**src/rtl/controller_nios2e_oci_pkg.sv**
```systemverilog
// Shared OCI trace definitions: atom/frame geometry, FSM states, frame record.
package controller_nios2e_oci_pkg;

    localparam int ATOM_W = 2;
    localparam int ATOMS  = 15;
    localparam int CNT_W  = 4;
    localparam int DROP_W = 16;
    localparam int BUF_W  = ATOM_W * ATOMS;

    typedef enum logic [1:0] {
        RUN,
        DRAIN,
        DONE
    } state_t;

    // Count plus right-aligned packed atoms, as carried by the hold register.
    typedef struct packed {
        logic [CNT_W-1:0] cnt;
        logic [BUF_W-1:0] data;
    } frame_t;

endpackage

```
**src/rtl/controller_nios2e_oci_dct_packer_if.sv**
```systemverilog
// Frame output stream: valid/ready with packed buffer and atom count.
interface controller_nios2e_oci_dct_packer_if;

    logic                                      dct_valid;
    logic                                      dct_ready;
    logic [controller_nios2e_oci_pkg::BUF_W-1:0] dct_buffer;
    logic [controller_nios2e_oci_pkg::CNT_W-1:0] dct_count;

    modport master (output dct_valid, output dct_buffer, output dct_count, input dct_ready);
    modport slave  (input dct_valid, input dct_buffer, input dct_count, output dct_ready);

endinterface

```
**src/rtl/controller_nios2e_oci_dct_hold.sv**
```systemverilog
// One-entry valid/ready holding register; data is stable while valid is high.
module controller_nios2e_oci_dct_hold #(
    parameter int W = 8
) (
    input  logic         clk,
    input  logic         rst,
    input  logic         load,
    input  logic [W-1:0] load_data,
    output logic         can_load,
    output logic         valid,
    input  logic         ready,
    output logic [W-1:0] data
);

    logic         valid_q, valid_d;
    logic [W-1:0] data_q, data_d;

    // Loading is allowed when empty or when the current entry leaves this cycle.
    assign can_load = !valid_q || ready;
    assign valid    = valid_q;
    assign data     = data_q;

    // Next-state: a load wins over the drain, otherwise drop the entry on transfer.
    always_comb begin
        valid_d = valid_q;
        data_d  = data_q;
        if (load) begin
            valid_d = 1'b1;
            data_d  = load_data;
        end else if (valid_q && ready) begin
            valid_d = 1'b0;
        end
    end

    // Register the entry.
    always_ff @(posedge clk or posedge rst) begin
        if (rst) begin
            valid_q <= 1'b0;
            data_q  <= '0;
        end else begin
            valid_q <= valid_d;
            data_q  <= data_d;
        end
    end

endmodule

```
**src/rtl/controller_nios2e_oci_dct_packer.sv**
```systemverilog
// Packs 2-bit trace atoms into 15-atom frames with flush, drop accounting and end-of-test drain.
module controller_nios2e_oci_dct_packer
    import controller_nios2e_oci_pkg::*;
(
    input  logic                 clk,
    input  logic                 reset,
    input  logic                 trace_en,
    input  logic                 atom_valid,
    input  logic [ATOM_W-1:0]    atom,
    input  logic                 flush,
    input  logic                 end_req,
    controller_nios2e_oci_dct_packer_if.master dct,
    output logic                 test_ending,
    output logic                 test_has_ended,
    output logic                 overflow,
    output logic [DROP_W-1:0]    drop_count
);

    logic [BUF_W-1:0]  acc_buf_q, acc_buf_d;
    logic [CNT_W-1:0]  acc_cnt_q, acc_cnt_d;
    logic              pend_q, pend_d;
    logic              overflow_q, overflow_d;
    logic [DROP_W-1:0] drop_q, drop_d;
    state_t            state_q;
    logic              test_ending_q, test_has_ended_q;

    logic   acc_full, close, take, atom_ok, drop, accept, flush_req, hold_can_load;
    frame_t hold_frame;

    // Accumulator, pending-close flag and drop accounting.
    always_comb begin
        acc_full  = (acc_cnt_q == CNT_W'(ATOMS));
        close     = acc_full || (pend_q && acc_cnt_q != '0);
        take      = close && hold_can_load;
        // In DRAIN only atoms ahead of the drain flush count; later ones would never be flushed.
        atom_ok   = atom_valid && trace_en &&
                    ((state_q == RUN) || (state_q == DRAIN && pend_q && !take));
        drop      = atom_ok && acc_full && !take;
        accept    = atom_ok && !drop;
        flush_req = flush || (end_req && state_q == RUN);

        acc_buf_d  = acc_buf_q;
        acc_cnt_d  = acc_cnt_q;
        overflow_d = overflow_q;
        drop_d     = drop_q;

        if (take) begin
            acc_buf_d = accept ? BUF_W'(atom) : '0;
            acc_cnt_d = accept ? CNT_W'(1) : '0;
        end else if (accept) begin
            acc_buf_d = {acc_buf_q[BUF_W-ATOM_W-1:0], atom};
            acc_cnt_d = acc_cnt_q + CNT_W'(1);
        end

        // A flush only sticks if something will be left in the accumulator to close.
        pend_d = take ? 1'b0 : pend_q;
        if (flush_req && acc_cnt_d != '0)
            pend_d = 1'b1;

        if (drop) begin
            overflow_d = 1'b1;
            if (drop_q != '1)
                drop_d = drop_q + DROP_W'(1);
        end
    end

    // Datapath state registers.
    always_ff @(posedge clk or posedge reset) begin
        if (reset) begin
            acc_buf_q  <= '0;
            acc_cnt_q  <= '0;
            pend_q     <= 1'b0;
            overflow_q <= 1'b0;
            drop_q     <= '0;
        end else begin
            acc_buf_q  <= acc_buf_d;
            acc_cnt_q  <= acc_cnt_d;
            pend_q     <= pend_d;
            overflow_q <= overflow_d;
            drop_q     <= drop_d;
        end
    end

    // End-of-test FSM with registered status outputs.
    always_ff @(posedge clk or posedge reset) begin
        if (reset) begin
            state_q          <= RUN;
            test_ending_q    <= 1'b0;
            test_has_ended_q <= 1'b0;
        end else begin
            case (state_q)
                RUN: if (end_req) begin
                    state_q       <= DRAIN;
                    test_ending_q <= 1'b1;
                end
                DRAIN: if (acc_cnt_q == '0 && !pend_q && !dct.dct_valid) begin
                    state_q          <= DONE;
                    test_ending_q    <= 1'b0;
                    test_has_ended_q <= 1'b1;
                end
                default: state_q <= DONE;
            endcase
        end
    end

    controller_nios2e_oci_dct_hold #(.W($bits(frame_t))) u_hold (
        .clk       (clk),
        .rst       (reset),
        .load      (take),
        .load_data ({acc_cnt_q, acc_buf_q}),
        .can_load  (hold_can_load),
        .valid     (dct.dct_valid),
        .ready     (dct.dct_ready),
        .data      (hold_frame)
    );

    assign dct.dct_buffer = hold_frame.data;
    assign dct.dct_count  = hold_frame.cnt;
    assign test_ending    = test_ending_q;
    assign test_has_ended = test_has_ended_q;
    assign overflow       = overflow_q;
    assign drop_count     = drop_q;

endmodule
```
**src/flat_wrapper.sv**
```systemverilog
// flat-port wrapper written by rule: the top's interface ports become plain ports
module controller_nios2e_oci_dct_packer_flat import controller_nios2e_oci_pkg::*;
  (clk, reset, trace_en, atom_valid, atom, flush, end_req, test_ending, test_has_ended, overflow, drop_count, dct_dct_valid, dct_dct_buffer, dct_dct_count, dct_dct_ready);
  controller_nios2e_oci_dct_packer_if dct_i ();
  input  logic clk;
  input  logic reset;
  input  logic trace_en;
  input  logic atom_valid;
  input  logic [ATOM_W-1:0] atom;
  input  logic flush;
  input  logic end_req;
  output logic test_ending;
  output logic test_has_ended;
  output logic overflow;
  output logic [DROP_W-1:0] drop_count;
  output wire logic [$bits(dct_i.dct_valid)-1:0] dct_dct_valid;
  output wire logic [$bits(dct_i.dct_buffer)-1:0] dct_dct_buffer;
  output wire logic [$bits(dct_i.dct_count)-1:0] dct_dct_count;
  input wire logic [$bits(dct_i.dct_ready)-1:0] dct_dct_ready;
  assign dct_dct_valid = dct_i.dct_valid;
  assign dct_dct_buffer = dct_i.dct_buffer;
  assign dct_dct_count = dct_i.dct_count;
  assign dct_i.dct_ready = dct_dct_ready;
  controller_nios2e_oci_dct_packer u_core (.clk(clk), .reset(reset), .trace_en(trace_en), .atom_valid(atom_valid), .atom(atom), .flush(flush), .end_req(end_req), .dct(dct_i), .test_ending(test_ending), .test_has_ended(test_has_ended), .overflow(overflow), .drop_count(drop_count));
endmodule
```
**config.mk**
```make
export PLATFORM = sky130hd
export DESIGN_NAME = controller_nios2e_oci_dct_packer_flat
export DESIGN_NICKNAME = d
export VERILOG_FILES = /design/src/rtl/controller_nios2e_oci_pkg.sv /design/src/rtl/controller_nios2e_oci_dct_packer_if.sv /design/src/rtl/controller_nios2e_oci_dct_hold.sv /design/src/rtl/controller_nios2e_oci_dct_packer.sv /design/src/flat_wrapper.sv
export SDC_FILE = /design/constraint.sdc
export NUM_CORES = 1
export LEC_CHECK = 0
export ABC_AREA = 0
export BUFFER_PORTS_ARGS = -buffer_cell sky130_fd_sc_hd__buf_2
export CAP_MARGIN = 20
export CORE_AREA = 2 2 99 101
export DETAILED_ROUTE_END_ITERATION = 8
export DIE_AREA = 0 0 101 103
export PLACE_DENSITY = 0.67
export SYNTH_ARGS = -nofsm -noshare
export SYNTH_HDL_FRONTEND = slang
export SYNTH_SLANG_ARGS = --single-unit
```
**constraint.sdc**
```tcl
create_clock -name clk -period 2.9 [get_ports clk]
set_input_delay 0.58 -clock clk [delete_from_list [all_inputs] [get_ports clk]]
set_output_delay 0.58 -clock clk [all_outputs]
set_load 0.01 [all_outputs]
```
* Word level (Yosys, flattened, before mapping)
Cells that the tools add are included.
Storage, ports and cells: logic and storage cells 67, register bits after elaboration 91, input bits 9
Operators by class: reduce and logical (&&, ||, !) cells 34, multiplexer cells 16, $add $sub $neg 2, eq/ne operators 5
Operators by type and width (number):
- two-way mux 30 bit | 2
- adder 16 x 1 -> 16 bit (second input constant) | 1
- != test 16 bit (second input constant) | 1
- logical AND 1 bit | 14
- two-way mux 4 bit | 2
- nonzero test 2 bit | 4
- nonzero test 4 bit | 2
- two-way mux 1 bit | 7
- two-way mux 2 bit | 3
- AND reduction 2 bit | 3
- adder 4 x 1 -> 4 bit (second input constant) | 1
- equality test 4 bit (second input constant) | 1
- logical NOT 1 bit | 4
- logical NOT 4 bit | 1
- logical OR 1 bit | 4
- != test 2 bit (second input constant) | 2
- one-hot mux 2 bit (2 select lines) | 1
- AND reduction 3 bit | 1
- equality test 2 x 1 -> 1 bit (second input constant) | 1
- logical NOT 2 bit | 1
- one-hot mux 1 bit (2 select lines) | 1

* Longest topological paths before layout
Gate-level depths: netlist of the first run.
depth in word-level cells 17, mapped depth 9, gate-level depth less buffers 7

* By module
From an unflattened synthesis of the first run, not the netlist that was laid out.
Unflattened totals: cells, all modules 329, area, all modules 3948.8 sq um
By module, submodules not included:
- controller_nios2e_oci_dct_packer | seq. area each 1401.3 sq um, area an instance 2493.6 sq um, cells each 253, instances 1
- controller_nios2e_oci_dct_hold | seq. area each 875.8 sq um, area an instance 1455.1 sq um, cells each 76, instances 1

* Worst setup path before layout of the first run
OpenSTA, ideal clock, no wires.
path type register -> register, start register u_core.acc_cnt_q[0], end register u_core.acc_buf_q[10], stages on the path, launching flop included 10, data arrival time 1.866 ns, path buffers 2, setup time 0.078 ns, setup slack 0.956 ns, cell sequence dfrtp_1 > inv_1 > ha_1 > or3b_4 > a32oi_4 > and2_4 > buf_12 > buf_12 > nand2_2 > a21oi_2
On the way: word-level cells in the longest chain between the ends 13
RTL lines:
- from (decl) | RTL line controller_nios2e_oci_dct_packer.sv:20 | logic [CNT_W-1:0] acc_cnt_q, acc_cnt_d;
- from (signal assigned) | RTL line controller_nios2e_oci_dct_packer.sv:77 | acc_cnt_q <= acc_cnt_d;
- nonzero test 4 bit | RTL line controller_nios2e_oci_dct_packer.sv:33 | close = acc_full || (pend_q && acc_cnt_q != '0);
- logical AND 1 bit | RTL line controller_nios2e_oci_dct_packer.sv:33
- logical OR 1 bit | RTL line controller_nios2e_oci_dct_packer.sv:33
- logical AND 1 bit | RTL line controller_nios2e_oci_dct_packer.sv:34 | take = close && hold_can_load;
- logical NOT 1 bit | RTL line controller_nios2e_oci_dct_packer.sv:37, controller_nios2e_oci_dct_packer.sv:38
- logical AND 1 bit | RTL line controller_nios2e_oci_dct_packer.sv:37 | ((state_q == RUN) || (state_q == DRAIN && pend_q && !take));
- logical OR 1 bit | RTL line controller_nios2e_oci_dct_packer.sv:37
- logical AND 1 bit | RTL line controller_nios2e_oci_dct_packer.sv:36 | atom_ok = atom_valid && trace_en &&
- logical AND 1 bit (2 in series) | RTL line controller_nios2e_oci_dct_packer.sv:38 | drop = atom_ok && acc_full && !take;
- logical NOT 1 bit | RTL line controller_nios2e_oci_dct_packer.sv:39 | accept = atom_ok && !drop;
- logical AND 1 bit | RTL line controller_nios2e_oci_dct_packer.sv:39
- nonzero test 2 bit (no source line)
- to (signal assigned) | RTL line controller_nios2e_oci_dct_packer.sv:76 | acc_buf_q <= acc_buf_d;
- to (decl) | RTL line controller_nios2e_oci_dct_packer.sv:19 | logic [BUF_W-1:0] acc_buf_q, acc_buf_d;
Several ways; a longest one is shown, not always the timed one. A chain may end at the register's enable or synchronous reset.

* Final worst setup path of the first run
start register u_core.acc_cnt_q[0], end register u_core.pend_q
On the way: word-level cells in the longest chain between the ends 17
RTL lines:
- nonzero test 4 bit | RTL line controller_nios2e_oci_dct_packer.sv:33
- logical AND 1 bit | RTL line controller_nios2e_oci_dct_packer.sv:33
- logical OR 1 bit | RTL line controller_nios2e_oci_dct_packer.sv:33
- logical AND 1 bit | RTL line controller_nios2e_oci_dct_packer.sv:34
- logical NOT 1 bit | RTL line controller_nios2e_oci_dct_packer.sv:37, controller_nios2e_oci_dct_packer.sv:38
- logical AND 1 bit | RTL line controller_nios2e_oci_dct_packer.sv:37
- logical OR 1 bit | RTL line controller_nios2e_oci_dct_packer.sv:37
- logical AND 1 bit | RTL line controller_nios2e_oci_dct_packer.sv:36
- logical AND 1 bit (2 in series) | RTL line controller_nios2e_oci_dct_packer.sv:38
- logical NOT 1 bit | RTL line controller_nios2e_oci_dct_packer.sv:39
- logical AND 1 bit | RTL line controller_nios2e_oci_dct_packer.sv:39
- two-way mux 4 bit / two-way mux 1 bit (equally long branches) | RTL line controller_nios2e_oci_dct_packer.sv:50, controller_nios2e_oci_dct_packer.sv:49
- two-way mux 4 bit | RTL line controller_nios2e_oci_dct_packer.sv:47 | if (take) begin
- nonzero test 4 bit | RTL line controller_nios2e_oci_dct_packer.sv:57 | if (flush_req && acc_cnt_d != '0)
- logical AND 1 bit | RTL line controller_nios2e_oci_dct_packer.sv:57
- two-way mux 1 bit / nonzero test 2 bit (equally long branches)
- to (signal assigned) | RTL line controller_nios2e_oci_dct_packer.sv:78 | pend_q <= pend_d;
- to (decl) | RTL line controller_nios2e_oci_dct_packer.sv:21 | logic pend_q, pend_d;
Several ways; a longest one is shown, not always the timed one.

==> summary.md, run 1 <==
| Metric | Value |
|---|---|
| Status | finished clean |
| Worst hold slack | 358.6 ps |
| VDD IR max | 0.3855 mV |
| Async set-or-reset flop fraction in the synthesized netlist | 100.0% |
| Worst setup path category | reg2reg |
| Synth Instances | 406 |
| R2R Path End | u_core.pend_q$_DFFE_PP0P_ |
| GP Congestion | 0.8618 |
| EDFF count, synth | 0 |
| Ys flop type | dfrtp_1 |
| CP bufs+invs | 1 |
| CP Launch Type | flop |
| Layout cells sized above 1 | 31.63% |
| Critical-path top delay cell | and2_4 |
| Slew Limit Headroom | 62.87% |
| Fill count | 886 |
| Die width | 101 um |
| Crit path capture type | flop |
| Post_cts resized | 0 |
| Top Ports | 63 |
| Critical path endpoint | u_core.pend_q$_DFFE_PP0P_ |
| Length in cells of the worst reg-to-reg path | 7 |
| Largest net degree at the start of global routing | 92 |
| CP Max Fanout | 33 |
| Total die area | 10400 um^2 |
| Core Footprint | 9459 um^2 |
| DRT Pass-1 Iters | 4 |
| Reg2reg start | u_core.acc_cnt_q[0]$_DFF_PP0_ |
| Max clock buf depth | 2 |
| Routed Antenna Nets | 0 |
| Crit path max-delay family | simple AND/OR/NAND/NOR gates |
| Static Leak | 0.002333 uW |
| Initial detailed-routing violation count | 103 |
| Period utilization | 78.40% |
| Area grow syn2layout | 15.49% |
| Vias in the first global route | 2843 |
| Global-route usage over all layers | 15.47% |
| Initial core utilization | 43.12% |
| Fin. Hold Viols | 0 |
| Sw Ratio | 32.28% |
| Netlist cell types | 42 |
| Pint | 2228 uW |
| Via/cell ratio | 4.978 |
| Initial antenna violation count | 0 |
| Final #Nets | 478 |
| CP Depth | 7 |
| Seq cells post-synth | 91 |
| Gate power share | 23.2% |
| # setup viols final | 0 |
| Crit path from | u_core.acc_cnt_q[0]$_DFF_PP0_ |
| Total CTS buffers | 9 |
| Clock latency on the worst-skew pair | 350 ps |
| Max Slew Vio Count | 0 |
| HPWL Detailed | 4.982 mm |
| Area occupied by multi-input gates | 1635 um^2 |
| PwrDens | 698.3 nW/um^2 |
| Sequential area share after synthesis | 55.83% |
| Worst-path clk slew | 90 ps |
| R2R Setup Slk | 630 ps |
| DIE HEIGHT | 103 um |
| H-tree depth | 3 |
| Max-cap violations | 0 |
| Setup TNS | 0 ps |
| Synth Warn # | 0 |
| Global route overflow | 0 |
| Setup Fix Bufs, Post-CTS | 0 |
| Floorplan row count | 36 |
| Wire length of the first global-routing pass | 12.88 mm |
| Register area | 2277 um^2 |
| Sequential Power Share | 45.3% |
| Mapped cell area | 4079 um^2 |
| Final Skew | 10.51 ps |
| Pre-CTS WS | 641.8 ps |
| Slowest stage delay, CP | 530 ps |
| Minimum clock period | 2274 ps |
| Critical path required time | 3180 ps |
| CTS Root Cell | clkbuf_8 |
| Avg Inst Size Synth | 10.05 um^2 |
| Fmax | 0.4398 GHz |
| Vias post-DR | 2912 |
| Final setup margin | 626.5 ps |
| Crit path cell chain | inv_1, ha_1, or3b_4, a32oi_4, and2_4, o221ai_1, nand3_1 |
| CTS tree | yes |
| CP arrival | 2550 ps |
| Diode count | 0 |
| Min-Delay Path Class | in2async |
| Routed length per placed instance | 13.11 um |
| Switching pwr | 1062 uW |
| Unrepaired setup endpoints after global routing | false |
| CTS Sinks | 91 |
| Clock power share | 31.5% |
| Total power | 3290 uW |
| Cts-stage hold buffer count | 0 |
| Syn nets | 418 |
| Total Wirelength | 7.670 mm |
| Pin slew with the least headroom to its limit | 552.6 ps |
| DRC violations left | 0 |
| Port buffer count | 62 |
[how the worst min path moves through the flow]
stage | start | endpoint | cells past startpoint | slack [ps]
after global routing | reset | u_core.drop_count[7]$_DFFE_PP0P_ | 3 | 390
after global placement | u_core.u_hold.data[29]$_DFFE_PP0P_ | u_core.u_hold.data[29]$_DFFE_PP0P_ | 2 | 450
after detailed placement | u_core.acc_buf_q[29]$_DFFE_PP0P_ | u_core.u_hold.data[29]$_DFFE_PP0P_ | 2 | 450
after floorplan | u_core.acc_buf_q[28]$_DFFE_PP0P_ | u_core.u_hold.data[28]$_DFFE_PP0P_ | 2 | 440
final | reset | u_core.drop_count[7]$_DFFE_PP0P_ | 3 | 360
after CTS | reset | u_core.drop_count[7]$_DFFE_PP0P_ | 3 | 380
[metal layers]
layer  part of all wire [%]  track usage (%)  vias up
met1                     49            20.26     1416
met3                    4.0            2.983       10
met2                     46            25.28       53
li1                       -                -     1433
met5                      0                0        -
met4                    1.2            6.653        0
[state kept, by name (all words and copies together), names as in the netlist]
| register | count |
|---|---|
| u_core.u_hold.data | 34 |
| u_core.acc_buf_q | 30 |
| u_core.drop_count | 16 |
| u_core.acc_cnt_q | 4 |
| u_core.state_q | 2 |
| u_core.overflow | 1 |
| u_core.pend_q | 1 |
| u_core.test_ending | 1 |
| u_core.test_has_ended | 1 |
| u_core.u_hold.valid | 1 |
[logic make-up (layout without fill, tap and decap cells)]
logic type / after synthesis / in the layout / share of synthesized area (%)
AO/OA/AOI/OAI: 50 / 50 / 10.58
XOR/XNOR: 18 / 18 / 3.865
adder cells (fa/ha/maj): 3 / 3 / 0.9203
buffers and inverters: 25 / 90 / 4.202
flip-flops: 91 / 91 / 55.83
multiplexers: 1 / 1 / 0.2761
AND/OR/NAND/NOR: 218 / 218 / 24.33
[through the flow]
stage / instance area (um^2) / utilization [%] / cells
after CTS: 4711 / 49.80 / 585
after detailed placement: 4462 / 47.17 / 569
after global placement: 4462 / 47.17 / 569
final: 4711 / 49.80 / 585
after floorplan: 4083 / - / 406
after global routing: 4711 / 49.80 / 585
[worst reg2reg max path, cell delays in order (launching register included)]
cell and delay [ps]:
dfrtp_1 420, inv_1 110, ha_1 170, or3b_4 410, a32oi_4 300, and2_4 530, o221ai_1 180, nand3_1 90
[cell usage after synthesis (6+ instances only)]
cell type	instances	area, um^2
nand3_1	10	50.05
o21ai_0	6	30.03
nand2_2	27	168.9
nand4_1	7	43.79
nor2_1	8	30.03
inv_1	6	22.52
a21oi_2	27	236.5
clkbuf_1	12	45.04
dfrtp_1	91	2277
xnor2_1	16	140.1
nand2_1	143	536.8
[final cells by class]
type                    count  area share, %
well taps                 114          3.028
inverters                   6         0.5578
multi-input cells         290          34.71
clock inverters             6          2.364
clock buffers              10          2.922
repair buffers             68          8.074
flip-flops and latches     91          48.34
[cells in the final DEF (no fill, tap or decap), drive strengths merged]
cell,instances
a2111oi,1
a21o,2
a21oi,32
a311oi,1
a31oi,1
a32oi,1
and2,3
and3,1
and4,2
and4b,1
buf,68
bufinv,3
clkbuf,10
clkinv,1
clkinvlp,2
dfrtp,91
ha,3
inv,6
mux2,1
nand2,170
nand2b,4
nand3,10
nand4,7
nand4b,1
nor2,8
nor2b,3
nor3,5
nor4,1
o211ai,1
o21ai,6
o21bai,3
o221ai,1
o41ai,1
or3,1
or3b,1
xnor2,16
xor2,2
[power groups by stage]
stage               sequential [uW]  clock [uW]  combinational (uW)
CTS                            1490        1070                 778
floorplan                      1520           0                 558
global route                   1510        1120                 846
detailed placement             1510           0                 776
global placement               1510           0                 768
finish                         1490        1040                 763
Note: power is estimated with default switching activity, not from simulation.
==> run 2: changes to the inputs <==
--- a/config.mk
+++ b/config.mk
@@ -11,7 +11,6 @@
 export CORE_AREA = 2 2 99 101
 export DETAILED_ROUTE_END_ITERATION = 8
 export DIE_AREA = 0 0 101 103
-export PLACE_DENSITY = 0.67
 export SYNTH_ARGS = -nofsm -noshare
 export SYNTH_HDL_FRONTEND = slang
 export SYNTH_SLANG_ARGS = --single-unit
==> constraint.sdc (replaced) <==
create_clock -name clk -period 2.32 [get_ports clk]
set_input_delay 0.464 -clock clk [delete_from_list [all_inputs] [get_ports clk]]
set_output_delay 0.464 -clock clk [all_outputs]
set_load 0.01 [all_outputs]
==> summary.md, run 2 (synthesis results as in run 1) <==
| Metric | Value |
|---|---|
| Final std cells w/o fill | 591 (+1.0%) |
| Worst-path clk slew | 90 ps (about the same) |
| Area grow syn2layout | 16.17% |
| Fill count | 912 (+2.9%) |
| Port buffer count | 62 (unchanged) |
| Layout cells sized above 1 | 32.08% (+0.44 points) |
| Fin. Hold Viols | 0 (unchanged) |
| Floorplan row count | 36 (unchanged) |
| Clock latency on the worst-skew pair | 350 ps (about the same) |
| Initial detailed-routing violation count | 168 (+63%) |
| H-tree depth | 3 (unchanged) |
| Max clock buf depth | 2 (unchanged) |
| Global-route usage over all layers | 16.01% (+0.54 points) |
| CTS Root Cell | clkbuf_8 |
| Sw Ratio | 33.11% (+0.82 points) |
| Status | finished clean |
| DRC violations left | 0 (unchanged) |
| Largest net degree at the start of global routing | 62 (-33%) |
| Final #Nets | 484 (+1.3%) |
| Crit path capture type | flop |
| VDD IR max | 0.3941 mV (+2.3%) |
| Via/cell ratio | 4.932 (-0.91%) |
| DRT Pass-1 Iters | 4 (unchanged) |
| Setup Fix Bufs, Post-CTS | 0 (unchanged) |
| Min-Delay Path Class | in2async |
| PwrDens | 848.2 nW/um^2 (+21%) |
| GP Congestion | 0.7967 (-7.6%) |
| Global route overflow | 0 (unchanged) |
| DIE HEIGHT | 103 um (unchanged) |
| Fmax | 0.4693 GHz (+6.7%) |
| Total Wirelength | 7.826 mm (+2.0%) |
| CP Launch Type | flop |
| Initial core utilization | 43.12% (unchanged) |
| Pint | 2689 uW (+21%) |
| Gate power share | 24.3% (+1.1 points) |
| Static Leak | 0.002355 uW (+0.91%) |
| Die width | 101 um (unchanged) |
| Post_cts resized | 0 (unchanged) |
| Total CTS buffers | 9 (unchanged) |
| Routed Antenna Nets | 0 (unchanged) |
| CP Max Fanout | 33 (unchanged) |
| Clock power share | 29.3% (-2.2 points) |
| Vias in the first global route | 2827 (-0.56%) |
| Vias post-DR | 2915 (+0.10%) |
| Core Footprint | 9459 um^2 (unchanged) |
| Sequential Power Share | 46.3% (+1.0 points) |
| Routed length per placed instance | 13.24 um (+1.0%) |
| Max reg flops | 34 (unchanged) |
| Most common cell after layout, fill and taps aside | nand2_1 |
| Final Skew | 8.995 ps (-1.518 ps) |
| Unrepaired setup endpoints after global routing | false |
| Cells after DPL | 575 (+1.1%) |
| Slew Limit Headroom | 58.30% (-4.6 points) |
| Worst setup path category | reg2reg |
| Setup TNS | 0 ps (unchanged) |
| Period utilization | 91.84% (+13 points) |
| Wire length of the first global-routing pass | 13.19 mm (+2.5%) |
| Critical path required time | 2610 ps (-570 ps) |
| CTS tree | yes |
| Max Slew Vio Count | 0 (unchanged) |
| Switching pwr | 1331 uW (+25%) |
| Total die area | 10400 um^2 (unchanged) |
| Cts-stage hold buffer count | 0 (unchanged) |
| CTS Sinks | 91 (unchanged) |
| Minimum clock period | 2131 ps (-142.7 ps) |
| Top Ports | 63 (unchanged) |
| Most frequent cells in the layout | nand2_1, dfrtp_1, buf_2 |
| Diode count | 0 (unchanged) |
| Slowest stage delay, CP | 410 ps (-120 ps) |
| Pin slew with the least headroom to its limit | 620.7 ps (+68.09 ps) |
| # setup viols final | 0 (unchanged) |
| Max-cap violations | 0 (unchanged) |
| Initial antenna violation count | 0 (unchanged) |
| Critical-path top delay cell | dfrtp_1 |
| HPWL Detailed | 5.252 mm (+5.4%) |
| CP arrival | 2420 ps (-130 ps) |
| Crit path cell chain | inv_1, ha_1, or3b_4, a32oi_4, and2_4, buf_12, nand2_2, a21oi_2 |
[run 2: changes by cell type in the layout (fill, tap and decap cells not counted)]
cell        previous run  this run
buf_4                  4         9
clkbuf_1               0         2
buf_12                 2         3
inv_6                  1         0
bufinv_16              3         2
clkinv_4               0         1
clkinvlp_4             2         1
[run 2: power groups by stage]
stage | combinational [uW] | clock, uW | sequential [uW]
final | 978 | 1180 | 1860
after global routing | 1090 | 1270 | 1880
after CTS | 997 | 1210 | 1860
after detailed placement | 995 | 0 | 1890
after global placement | 991 | 0 | 1890
after floorplan | 697 | 0 | 1900
[run 2: through the flow]
step	cell area, um^2	power, uW	util [%]	setup WS, ps	hold WS [ps]
5_1_grt	4738	4241	50.09	62.34	168.4
3_3_place_gp	4519	2879	47.78	278.9	454.0
3_5_place_dp	4519	2886	47.78	213.8	457.8
4_1_cts	4738	4071	50.09	186.2	146.0
6_report	4738	4019	50.09	189.2	141.5
2_1_floorplan	4083	2600	-	376.3	438.6
[run 2: routing by layer]
metal  vias up  global-route usage, %  wire, um
li1       1444                      -         -
met1      1402                  22.33      3842
met2        58                  24.97      3556
met3        11                  3.051       318
met4         0                  6.133       108
met5         -                      0         0
[run 2: path summary, 6_finish.rpt]
check	end	cells past startpoint	startpoint	slack, ps
hold reg to reg	u_core.u_hold.data[17]$_DFFE_PP0P_	2	u_core.u_hold.data[17]$_DFFE_PP0P_	470
hold / removal	u_core.u_hold.data[26]$_DFFE_PP0P_	2	reset	140
setup / recovery	u_core.acc_buf_q[2]$_DFFE_PP0P_	8	u_core.acc_cnt_q[0]$_DFF_PP0_	190
setup reg to reg	u_core.acc_buf_q[2]$_DFFE_PP0P_	8	u_core.acc_cnt_q[0]$_DFF_PP0_	190
min in group clk	u_core.acc_buf_q[0]$_DFFE_PP0P_	3	atom[0]	300
max in group asynchronous	u_core.u_hold.data[7]$_DFFE_PP0P_	3	reset	1590
[run 2: critical path: cells and delay by family (launching register included)]
family	cells	cell delay (ps)
adder cells (fa/ha/maj)	1	170
flip-flops	1	410
AND/OR/NAND/NOR	3	690
AO/OA/AOI/OAI	2	430
buffers and inverters	2	330
[run 2: area by class of cell]
type / instances / area, um^2 / share of cell area, %
clock buffers: 12 / 145.1 / 3.063
repair buffers: 74 / 437.9 / 9.242
inverters: 6 / 26.28 / 0.5545
clock inverters: 4 / 73.82 / 1.558
well taps: 114 / 142.6 / 3.010
flip-flops and latches: 91 / 2277 / 48.06
multi-input cells: 290 / 1635 / 34.51
